==> src/rtl/store_merge_buffer.sv <==
// Single-line write-combining buffer: folds LC-3b byte/word stores into one
//   16-byte line and writes it to L2 as a single masked 128-bit line write.
// Latency: hit/empty store acked same cycle; a drain takes 1 cycle to raise
//   l2_write plus the L2 response time.
// Backpressure: st_ack and flush_done stay low while a line drain is pending;
//   the L2 side holds l2_write until l2_resp.
//
// Ports:
//   clk, reset_n         clock, asynchronous active-low reset
//   st_req/st_ack        store handshake; st_addr, st_wdata, st_be qualify it
//   flush_req/flush_done drain-everything handshake
//   l2_write/l2_resp     line write handshake; l2_address, l2_wdata, l2_mask
//   buf_valid, buf_tag   buffer status (tag = st_addr[15:4] of the line)
module store_merge_buffer #(
  parameter bit AUTO_DRAIN_FULL = 1'b1
) (
  input  logic         clk,
  input  logic         reset_n,
  input  logic         st_req,
  input  logic [15:0]  st_addr,
  input  logic [15:0]  st_wdata,
  input  logic [1:0]   st_be,
  output logic         st_ack,
  input  logic         flush_req,
  output logic         flush_done,
  output logic         l2_write,
  output logic [15:0]  l2_address,
  output logic [127:0] l2_wdata,
  output logic [15:0]  l2_mask,
  input  logic         l2_resp,
  output logic         buf_valid,
  output logic [11:0]  buf_tag
);

  typedef enum logic [1:0] {
    S_EMPTY = 2'd0,
    S_VALID = 2'd1,
    S_DRAIN = 2'd2
  } state_t;

  state_t       state_q, state_d;
  logic [11:0]  tag_q, tag_d;
  logic [15:0]  mask_q, mask_d;
  logic [127:0] data_q, data_d;

  // Widen a per-byte mask to a per-bit mask over the 128-bit line.
  function automatic logic [127:0] expand_mask(input logic [15:0] m);
    logic [127:0] r;
    r = '0;
    for (int i = 0; i < 16; i++) begin
      r[8*i +: 8] = {8{m[i]}};
    end
    return r;
  endfunction

  // ------------------------------------------------------------------
  // Store decode: byte mask and the store data placed on its line lanes.
  // Odd addresses are always byte stores whose data sits in the high half.
  // ------------------------------------------------------------------
  logic [3:0]   st_off;
  logic [15:0]  st_mask;
  logic [127:0] st_line;
  logic [127:0] st_bits;
  logic [127:0] merged_data;
  logic [15:0]  merged_mask;
  logic         tag_hit;

  assign st_off = st_addr[3:0];

  always_comb begin
    st_mask = '0;
    st_line = '0;
    if (st_off[0]) begin
      st_mask[st_off]              = 1'b1;
      st_line[{st_off, 3'b000} +: 8] = st_wdata[15:8];
    end else begin
      if (st_be[0]) begin
        st_mask[st_off]                = 1'b1;
        st_line[{st_off, 3'b000} +: 8] = st_wdata[7:0];
      end
      if (st_be[1]) begin
        // Even offset, so offset+1 is just the low bit set (no carry).
        st_mask[{st_off[3:1], 1'b1}]                = 1'b1;
        st_line[{st_off[3:1], 1'b1, 3'b000} +: 8]   = st_wdata[15:8];
      end
    end
  end

  assign st_bits     = expand_mask(st_mask);
  // New bytes overwrite old ones: the later store wins.
  assign merged_data = (data_q & ~st_bits) | (st_line & st_bits);
  assign merged_mask = mask_q | st_mask;
  assign tag_hit     = (tag_q == st_addr[15:4]);

  // ------------------------------------------------------------------
  // Next-state and handshake outputs
  // ------------------------------------------------------------------
  always_comb begin
    state_d    = state_q;
    tag_d      = tag_q;
    mask_d     = mask_q;
    data_d     = data_q;
    st_ack     = 1'b0;
    flush_done = 1'b0;
    l2_write   = 1'b0;

    case (state_q)
      S_EMPTY: begin
        // Flush wins over a simultaneous store; the store is taken next cycle.
        if (flush_req) begin
          flush_done = 1'b1;
        end else if (st_req) begin
          st_ack = 1'b1;
          // A zero-mask store is acknowledged but allocates nothing.
          if (|st_mask) begin
            tag_d   = st_addr[15:4];
            mask_d  = st_mask;
            data_d  = st_line;
            state_d = S_VALID;
          end
        end
      end

      S_VALID: begin
        // A store to another line must wait for the current line to leave.
        if (flush_req || (st_req && !tag_hit)) begin
          state_d = S_DRAIN;
        end else if (st_req) begin
          st_ack = 1'b1;
          mask_d = merged_mask;
          data_d = merged_data;
          if (AUTO_DRAIN_FULL && (merged_mask == 16'hFFFF)) begin
            state_d = S_DRAIN;
          end
        end
      end

      S_DRAIN: begin
        l2_write = 1'b1;
        if (l2_resp) begin
          mask_d  = '0;
          state_d = S_EMPTY;
        end
      end

      default: begin
        state_d = S_EMPTY;
        mask_d  = '0;
      end
    endcase
  end

  always_ff @(posedge clk or negedge reset_n) begin
    if (!reset_n) begin
      state_q <= S_EMPTY;
      tag_q   <= '0;
      mask_q  <= '0;
      data_q  <= '0;
    end else begin
      state_q <= state_d;
      tag_q   <= tag_d;
      mask_q  <= mask_d;
      data_q  <= data_d;
    end
  end

  // Line outputs come straight from the buffer so they are stable for the
  // whole drain; unwritten lanes are forced to zero.
  assign l2_address = {tag_q, 4'h0};
  assign l2_mask    = mask_q;
  assign l2_wdata   = data_q & expand_mask(mask_q);
  assign buf_valid  = (state_q != S_EMPTY);
  assign buf_tag    = tag_q;

endmodule

==> config.mk <==
export PLATFORM = sky130hd
export DESIGN_NAME = store_merge_buffer
export DESIGN_NICKNAME = d
export VERILOG_FILES = /design/src/rtl/store_merge_buffer.sv
export SDC_FILE = /design/constraint.sdc
export NUM_CORES = 1
export LEC_CHECK = 0
export CELL_PAD_IN_SITES_DETAIL_PLACEMENT = 1
export CELL_PAD_IN_SITES_GLOBAL_PLACEMENT = 2
export CORE_MARGIN = 2
export CORE_UTILIZATION = 27
export DETAILED_ROUTE_END_ITERATION = 6
export PLACE_DENSITY_LB_ADDON = 0.1
export SYNTH_ARGS = -nofsm -noshare
export SYNTH_HDL_FRONTEND = slang
export SYNTH_SLANG_ARGS = --single-unit
==> constraint.sdc <==
create_clock -name clk -period 2.2 [get_ports clk]
set_clock_uncertainty 0.15 [all_clocks]
set_input_delay 0.66 -clock clk [delete_from_list [all_inputs] [get_ports clk]]
set_output_delay 0.66 -clock clk [all_outputs]
set_load 0.005 [all_outputs]
==> flow_summary_export.csv <==
group,metric,value,unit
status,run_status,"finished with violations",
status,violations,"setup timing",
logic_synthesis,yosys_most_used_dff,"dfrtp_1",
logic_synthesis,syn-instance-count,881,
logic_synthesis,synth_seq_cells,158,
logic_synthesis,post_synth_num_cell_types,56,
floorplan,initial_utilization,27.4,%
critical_path,timing.critical_path.required,2.36,ns
timing,max_slew.worst_pin.slew,0.733,ns
final_layout,layout.area.seq,0.00397,mm²
logic_synthesis,muxShareOfSynthArea,3.27,%
min_path,hold_path.class,"in2reg",
detailed_routing,via_to_cell_ratio,5.12,
placement,placed_cell_area,0.0121,mm²
detailed_routing,wl_per_cell,23.1,µm
power_and_ir_drop,peakVddDrop,0.530,mV
critical_path,timing.setup.critical_path_class,"in2reg",
floorplan,dieHeight,180,µm
logic_synthesis,synth-compound-area-share,22.4,%
detailed_routing,drtIter0Drc,468,
placement,hpwlAfterDp,22.4,mm
detailed_routing,remaining_drc_errors,0,
floorplan,placeableCoreArea,0.0307,mm²
timing,final_hold_viol_count,0,
critical_path,cp_cell_sequence,"clkdlybuf4s15_1, xor2_1, nor4_2, and4_4, a31oi_4, buf_4, buf_6, buf_12, buf_6, or3_4, o2bb2ai_2",
final_layout,finalCoreUtilization,52.5,%
timing,timing.final.crit_period,2.72,ns
global_route,maximum_number_of_pins_on_one_net_before_global_route_repair,54,
detailed_routing,antenna_violating_nets_post_route,0,
timing,max_freq,367,MHz
logic_synthesis,syn_area,0.00841,mm²
critical_path,arrival_time_of_data_at_the_critical_path_endpoint,2.89,ns
floorplan,dieArea,0.0326,mm²
final_layout,synthToLayoutAreaGrowth,91.6,%
clock_network,tritoncts,"done",
timing,final_max_slew_viol_count,0,
logic_synthesis,yosys.area_share.adder,0.744,%
floorplan,io-pin-count,215,
power_and_ir_drop,static-leakage-power,9.40,nW
timing,max-slew-margin-rel,51.1,%
critical_path,critical-path-top-cell-by-count,"buf_6",
global_route,grt.total_usage,19.7,%
timing,rsz0062_at_grt,"true",
final_layout,num-fill-cells,3230,
critical_path,crit_path_top_delay_cell,"or3_4",
critical_path,worst_setup_path_end_kind,"flop",
critical_path,timing.rr.start,"buf_tag[10]$_DFFE_PN0P_",
detailed_routing,routed_wire_length,39.8,mm
placement,number_of_buffers_added_on_ports,210,
floorplan,row_count,64,
logic_synthesis,async_reset_ff_share,100,%
critical_path,largest_fanout_on_the_critical_path,8,
clock_network,cell_at_the_root_of_the_clock_tree,"clkbuf_16",
critical_path,slowest_delay,0.46,ns
global_route,wire_length_of_the_first_global_routing_pass,50.5,mm
critical_path,worstSetupStartpoint,"st_addr[11]",
timing,fin_ws,-0.522,ns
power_and_ir_drop,power_density,661,mW/mm²
logic_synthesis,postSynthAreaPerCell,9.55,µm²
clock_network,later_pin_clock_latency_in_the_skew_report,0.44,ns
critical_path,r2r.worst_path.cells,10,
run,max_cap_viol_count,0,
clock_network,clock_tree.htree_level_count,4,
timing,timing.setup.tns,-47.63,ns
logic_synthesis,synth_sequential_area_ratio,47.0,%
placement,routability_cong,0.781,
global_route,grt_antenna_before_repair,0,
logic_synthesis,synth_simple_gate_area_share,19.2,%
critical_path,path_buf_inv,5,
clock_network,cts_buffer_depth,2,
placement,place_ws,-1.28,ns
final_layout,multi_input_combinational_cell_area,0.00563,mm²
detailed_routing,detailroute.via_count,8801,
critical_path,critPathTopFamily,"simple AND/OR/NAND/NOR gates",
final_layout,final_layout_size_suffix_gt1_share,43.7,%
clock_network,tritoncts.num_buffers,17,
final_layout,antennaDiodeCount,0,
floorplan,dieWidth,180,µm
critical_path,worstSetupPathDepth,11,
final_layout,finish.net_count,1356,
clock_network,clk_pin_slew,0.07,ns
global_route,grt_overflow,0,
global_route,first_global_vias,8424,
logic_synthesis,synth-edff-count,0,
min_path,worstHoldPathCells,2,
logic_synthesis,synth.yosys.warnings,0,
detailed_routing,drt_first_pass_iters,5,
timing,final-setup-viol-count,151,
timing,fin_crit_sh,124,%
logic_synthesis,synth-xor-area-share,1.46,%
final_layout,final_design_area_no_fill,0.0161,mm²
logic_synthesis,largest_family_of_logic_cells_by_synthesized_area,"compound AO/OA/AOI/OAI gates",
clock_network,cts_num_sinks,158,
timing,timing.hold.ws,0.335,ns
critical_path,startpoint_type,"primary input",
min_path,hp-start,"st_addr[9]",
==> routing by layer <==
| metal | up-vias | track usage, % | part of all wire, % |
|---|---|---|---|
| met5 | - | 0 | 0 |
| met4 | 0 | 3.06 | 1.6 |
| met3 | 38 | 3.60 | 4.2 |
| met2 | 257 | 31.9 | 49 |
| met1 | 4510 | 28.0 | 45 |
| li1 | 3996 | - | - |
==> stage by stage <==
stage	power (mW)	cells
floorplan	4.68	884
global placement	6.15	1561
detailed placement	6.18	1561
CTS	9.50	1609
global route	11.1	1719
finish	10.6	1719
==> cells by family after synthesis <==
group | Yosys count
multiplexers | 26
AO/OA/AOI/OAI | 273
flip-flops | 158
AND/OR/NAND/NOR | 307
XOR/XNOR | 14
buffers and inverters | 97
adder cells (fa/ha/maj) | 5
other | 1
==> worst reg2reg max path, stage by stage (launching register included) <==
cell,delay (ns)
dfrtp_1,0.41
xor2_2,0.16
nor4_2,0.28
and4_4,0.29
a31oi_4,0.12
buf_4,0.16
buf_6,0.13
buf_12,0.15
buf_6,0.14
or3_4,0.46
o2bb2ai_2,0.16
==> final cells by class <==
cell class	instances	share of cell area (%)
Multi-Input combinational cell	630	35.0
Clock inverter	12	0.994
Inverter	18	0.590
Sequential cell	158	24.7
Clock buffer	18	2.66
Tap cell	396	3.08
Timing Repair Buffer	487	33.0
==> report_power, final <==
part | total [mW] | leakage, nW | switching, mW | internal (mW)
clock | 3.14 | 0.276 | 1.36 | 1.79
sequential | 3.44 | 2.14 | 0.233 | 3.20
combinational | 4.07 | 6.98 | 2.12 | 1.95
==> synth_stat cells (16+ instances only) <==
cell / n / area, µm²
o2bb2ai_1: 34 / 298
o41ai_1: 24 / 210
inv_1: 17 / 63.8
buf_4: 18 / 135
dfrtp_1: 158 / 3950
nand2_1: 102 / 383
a22o_1: 16 / 140
and2_1: 133 / 832
clkbuf_1: 24 / 90.1
buf_2: 21 / 105
o21ai_0: 94 / 470
o31ai_1: 57 / 428
nor2_1: 33 / 124
==> cell usage in the layout, fill, tap and decap left out, types with 13 or more instances in the layout <==
cell / n
o2bb2ai_2: 24
nor2_1: 18
dfrtp_2: 16
dlymetal6s2s_1: 141
dfrtp_1: 142
inv_1: 15
o21ai_4: 34
o41ai_4: 17
buf_4: 191
o21ai_2: 52
dlygate4sd2_1: 21
a22o_1: 16
buf_6: 43
and2_1: 125
o31ai_2: 19
clkdlybuf4s50_1: 25
clkbuf_16: 30
mux2i_1: 14
o31ai_1: 25
nand2_1: 98
o31ai_4: 13
buf_12: 33
==> final timing paths <==
kind	to	slack, ns
min in group asynchronous	asynchronous set/reset pin	0.56
max in group asynchronous	l2_mask[11]$_DFFE_PN0P_	0.73
worst min register to register	flop	0.34
worst min-delay path	buf_tag[5]$_DFFE_PN0P_	0.33
worst max-delay path	flop	-0.52
worst max register to register	flop	-0.52
==> timing repair <==
| action | in CTS | in global routing |
|---|---|---|
| hold endpoints to repair | 18 | 0 |
| endpoints found under the setup margin | 330 | 315 |
| hold buffers | 1 | 0 |
| pin swaps | 29 | 100 |
| cloned | 2 | 21 |
| setup buffers | 17 | 91 |
| gates resized for setup | 150 | 564 |
No activity file was read; power rests on OpenSTA's default activity.
